===== src/rtl/mmult_seq.sv =====
// Matrix element address walker: steps through N longword addresses by row
// (stride 1) or by column (stride N) with valid/ready handshake and done pulse.
module mmult_seq (
    input  logic       sys_clk,
    input  logic       reset,
    input  logic       start,
    input  logic [9:0] base,
    input  logic [3:0] mwidth,
    input  logic       maddw,
    input  logic       out_ready,
    output logic [9:0] maddr,
    output logic       out_valid,
    output logic [3:0] idx,
    output logic       last,
    output logic       busy,
    output logic       done
);

    localparam logic [1:0] S_IDLE = 2'd0;
    localparam logic [1:0] S_RUN  = 2'd1;
    localparam logic [1:0] S_DONE = 2'd2;

    logic [1:0] state;
    logic [3:0] n_m1;
    logic       col;
    logic [9:0] stride;

    // N-1 wraps naturally: mwidth=0 gives 15, i.e. N=16.
    always_comb begin
        stride    = col ? ({6'b0, n_m1} + 10'd1) : 10'd1;
        out_valid = (state == S_RUN);
        last      = out_valid && (idx == n_m1);
        busy      = (state != S_IDLE);
        done      = (state == S_DONE);
    end

    always_ff @(posedge sys_clk) begin
        if (reset) begin
            state <= S_IDLE;
            maddr <= '0;
            idx   <= '0;
            n_m1  <= '0;
            col   <= 1'b0;
        end else begin
            case (state)
                S_IDLE: begin
                    if (start) begin
                        maddr <= base;
                        idx   <= '0;
                        n_m1  <= mwidth - 4'd1;
                        col   <= maddw;
                        state <= S_RUN;
                    end
                end
                S_RUN: begin
                    if (out_ready) begin
                        if (last) begin
                            state <= S_DONE;
                        end else begin
                            maddr <= maddr + stride;
                            idx   <= idx + 4'd1;
                        end
                    end
                end
                S_DONE: state <= S_IDLE;
                default: state <= S_IDLE;
            endcase
        end
    end

endmodule

===== config.mk =====
export PLATFORM = sky130hd
export DESIGN_NAME = mmult_seq
export DESIGN_NICKNAME = d
export VERILOG_FILES = /design/src/rtl/mmult_seq.sv
export SDC_FILE = /design/constraint.sdc
export NUM_CORES = 1
export LEC_CHECK = 0
export ABC_AREA = 1
export BUFFER_PORTS_ARGS = -buffer_cell sky130_fd_sc_hd__clkbuf_2
export CORE_UTILIZATION = 57
export DETAILED_ROUTE_END_ITERATION = 10
export HOLD_SLACK_MARGIN = 0.08
export PLACE_DENSITY_LB_ADDON = 0.08
export SYNTH_ARGS = -nofsm -noshare
export SYNTH_HDL_FRONTEND = slang
export SYNTH_SLANG_ARGS = --single-unit

===== constraint.sdc =====
create_clock -name sys_clk -period 2.9 [get_ports sys_clk]
set_input_delay 0.58 -clock sys_clk [delete_from_list [all_inputs] [get_ports sys_clk]]
set_output_delay 0.58 -clock sys_clk [all_outputs]
set_load 0.01 [all_outputs]

# Word level (Yosys, flattened, before mapping)
# Cells that the tools add are included.
# op_classes
add_sub_neg,4
n_eq_ne,7
muxes,13
reduce_logical,7
# op_table
op,n
$mux W10,3
$pmux W10 S2,1
$mux W4,3
$add A10 B5 Y10,1
$pmux W4 S2,1
$mux W2,3
$ne A2 B2 Y1 const B,3
$add A4 B1 Y5 const B,1
$mux W5,1
$add A4 B1 Y4 const B,1
$eq A4 B4 Y1,1
$pmux W2 S2,1
$reduce_and A4 Y1,1
$reduce_bool A2 Y1,2
$sub A4 B1 Y4 const B,1
$reduce_and A3 Y1,1
$eq A2 B1 Y1 const B,1
$eq A2 B2 Y1 const B,1
$logic_not A2 Y1,1
$ne A2 B1 Y1 const B,1
$reduce_and A2 Y1,1
$logic_and A1 B1 Y1,1
# totals
regBits,21
inputBits,19
out_inout_bits,18
elab_cells,36

# Depth between registers and ports, before layout
# logic_depth
ltp_word,6
mapped_depth,13
ltp_nobuf,13

# Worst setup path after synthesis
# No wires, ideal clock.
# synth_timing
kind,register to register
start,register n_m1[0]
end,register maddr[8]
t_arrival_ns,1.651
required_time_ns,2.768
setup_slack_ns,1.117
stages_incl_launch_ff,13
path_buffers,0
cell_sequence,dfxtp_1 -> ha_1 -> nand2_1 -> inv_1 -> fa_1 -> nand2_1 -> nand3_1 -> nand3_1 -> nand2_1 -> nand2_1 -> nand3_1 -> nand2_1 -> a21oi_1
# synth_between
elab_chain_cells,6
# synth_lines
element,line_no,text
"start, declared",24,logic [3:0] n_m1;
"start signal, assigned",50,n_m1 <= mwidth - 4'd1;
$add A4 B1 Y5,30,"stride = col ? ({6'b0, n_m1} + 10'd1) : 10'd1;"
$mux W5,30,
$add A10 B5 Y10,60,maddr <= maddr + stride;
$mux W10,57,if (last) begin
$mux W10,56,if (out_ready) begin
$pmux W10 S2,45,case (state)
"end signal, assigned",48,maddr <= base;
"end signal, assigned",60,
"end, declared",11,"output logic [9:0] maddr,"
# Several ways; a longest one is shown, not always the timed one. The select of a mux whose other input is x is not followed.
# A chain may end at the register's enable or synchronous reset.

# Worst setup path after layout
# layout_timing
start,register state[1]
end,output last
# layout_between
elab_chain_cells,2
# layout_lines
element,line_no,text
"start, declared",23,logic [1:0] state;
"start signal, assigned",39,state <= S_IDLE;
"start signal, assigned",52,state <= S_RUN;
"start signal, assigned",58,state <= S_DONE;
$eq A2 B1 Y1,31,out_valid = (state == S_RUN);
$logic_and A1 B1 Y1,32,last = out_valid && (idx == n_m1);
"end, declared",14,"output logic last,"
# No other way between the ends.

==> metrics.cfg <==
[run_status]
status = finished clean

[placement]
hpwlAfterDp_mm = 2.43
placed_cells = 300
place.gp.congestion = 0.844
dp_slack_ns = 0.922
placed_area_um2 = 1660
portBuffers = 36

[worst_hold_path]
hold_start = mwidth[0]
min_path_type = input port to register
worstHoldPathCells = 2

[layout]
areaGrowthSynthToFinish_pct = 14.0
instances_no_fill = 304
num-nets-final = 303
area.sequential_um2 = 420
fill_cells = 250
final_util = 0.688
design_area_um2 = 1690
drive_gt1_frac = 0.179
antenna_cells = 0
multi_input_area_um2 = 907

[clocking]
cts_root_buf = clkbuf_4
cts-resized-gates = 0
cts_buffers = 3
cts.reportedPaths.clkPinSlew_ns = 0.13
insertion_delay_ns = 0.30
holdBufCountCts = 0
post-cts-setup-buffers = 0
cts_tree = yes
clock_path_buffers = 2
cts.sinks = 21
htreeDepth = 1

[critical_path]
crit_slowest_cell = dfxtp_1
cpMostUsedCell = inv_1
crit_arrival_ns = 1.63
r2r_cells = 11
cp-end-kind = primary output
max_stage_delay_ns = 0.35
path_max_fanout = 17
path_cells = inv_1, nand2_2, inv_2, nand3_2, inv_1, clkbuf_2
startpoint = state[1]
worst_setup_path_start_kind = register
crit_required_ns = 2.32
setup.worst_path.class = register to primary output
timing.rr.start = n_m1[0]

[sta]
max_slew_margin = 0.727
tightestPinTransition_ns = 0.408
slew_viol_final = 0
setup_violations = 0
fin_worst_skew_ns = 0.00471
finalCritPeriodShare = 0.762
rsz0062_at_grt = false
min_period_ns = 2.21
fmax_mhz = 452
fin_tns_setup_ns = 0
layout_setup_ws_ns = 0.689
hold_viol_final = 0
hold_slack_ns = 0.472

[floorplan]
fp.coreArea_um2 = 2450
ios = 37
dieArea_um2 = 2800
dieHeight_um = 53.0
start_util = 0.603
fp-row-count = 18
die_w_um = 53.0

[global_route]
grt_first_pass_wirelength_mm = 5.28
groute.usage.overall = 0.259
antenna_found_initial = 0
grt_overflow_total = 0
grt_max_degree = 18
grt_pass1_vias = 1238

[logic_synthesis]
seq_area_frac_synth = 0.284
synth_area_um2 = 1480
async_reset_ff_frac = 0
synth.most_common_cell = nand2_1
synthCells = 239
synth_top_cell_by_area = dfxtp_1
ys_seq_elements = 21
yosys-top-cells-area = dfxtp_1, nand2_1, nor2_1, inv_1, ha_1
synth.top_cells.by_count = nand2_1, nor2_1, inv_1, dfxtp_1
syn_avg_cell_area_um2 = 6.19
synth_cell_types = 23
synth_edf_count = 0
ys_warn_count = 0
synth_nets = 267
ys.flop_type = dfxtp_1
synth_top_area_share = 0.284

[power_and_ir_drop]
finalPower_mw = 0.819
power_leakage_nw = 0.897
vdd_ir_drop_max_mv = 0.382
power-per-cell-area_nw_per_um2 = 485

[routing]
drt-initial-drc-count = 31
drc = 0
dr.pass1.iters = 4
wl_per_cell_um = 10.6
ant_nets = 0
totalWireLength_mm = 3.23
vias = 1524
vias_per_cell = 5.01

[flow_run]
drv_cap = 0

==> state kept, by name (all words and copies together), names as in the netlist <==
signal  count
col         1
idx         4
maddr      10
n_m1        4
state       2
==> worst max-delay path: cells and delay by family (launching register included) <==
family	cells	cell delay, ns
DFF	1	0.35
buffers and inverters	4	0.62
and+or+nand+nor	2	0.36
==> cells by family after synthesis <==
family / Yosys count / share of synthesized area
AND/OR/NAND/NOR: 131 / 0.369
XOR/XNOR: 6 / 0.0355
flip-flops: 21 / 0.284
buffers and inverters: 36 / 0.103
AO/OA/AOI/OAI: 36 / 0.127
adder cells (fa/ha/maj): 9 / 0.0812
==> layer usage <==
layer  track usage  vias to the layer above  wire, um
li1              -                      823         -
met5             0                        -         0
met4        0.0789                        0        19
met2         0.449                       32      1550
met3        0.0259                        2       141
met1         0.332                      667      1530
==> layout by cell type (no fill, tap or decap) <==
cell type	count
nand2_1	71
clkbuf_2	36
nor2_1	31
inv_1	28
dfxtp_1	21
nand3_1	18
a21oi_1	18
o21ai_0	16
ha_1	8
xor2_1	5
inv_2	3
nor3_1	3
clkbuf_4	3
nor2_2	2
o21ai_2	2
nand4_1	2
nand2_2	1
nand3_2	1
nand2_4	1
nand2b_1	1
xnor2_1	1
fa_1	1
clkbuf_1	1
==> cell type report <==
cell class              count  area share
multi-input cells         182       0.537
flip-flops and latches     21       0.249
repair buffers             36       0.107
inverters                  31      0.0689
well taps                  30      0.0222
clock buffers               4      0.0156
==> report_power, final <==
group	total (mW)	switching [mW]	internal (mW)	leakage [nW]
Clock	0.145	0.0919	0.0535	0.0150
Sequential	0.367	0.0423	0.325	0.173
Combinational	0.306	0.194	0.112	0.710
==> worst paths after layout <==
| kind | endpoint | slack, ns |
|---|---|---|
| max | last | 0.69 |
| min | n_m1[0] | 0.47 |
| max reg2reg | maddr[6] | 0.88 |
| min reg2reg | maddr[9] | 0.51 |
(Power assumes the default switching activity.)
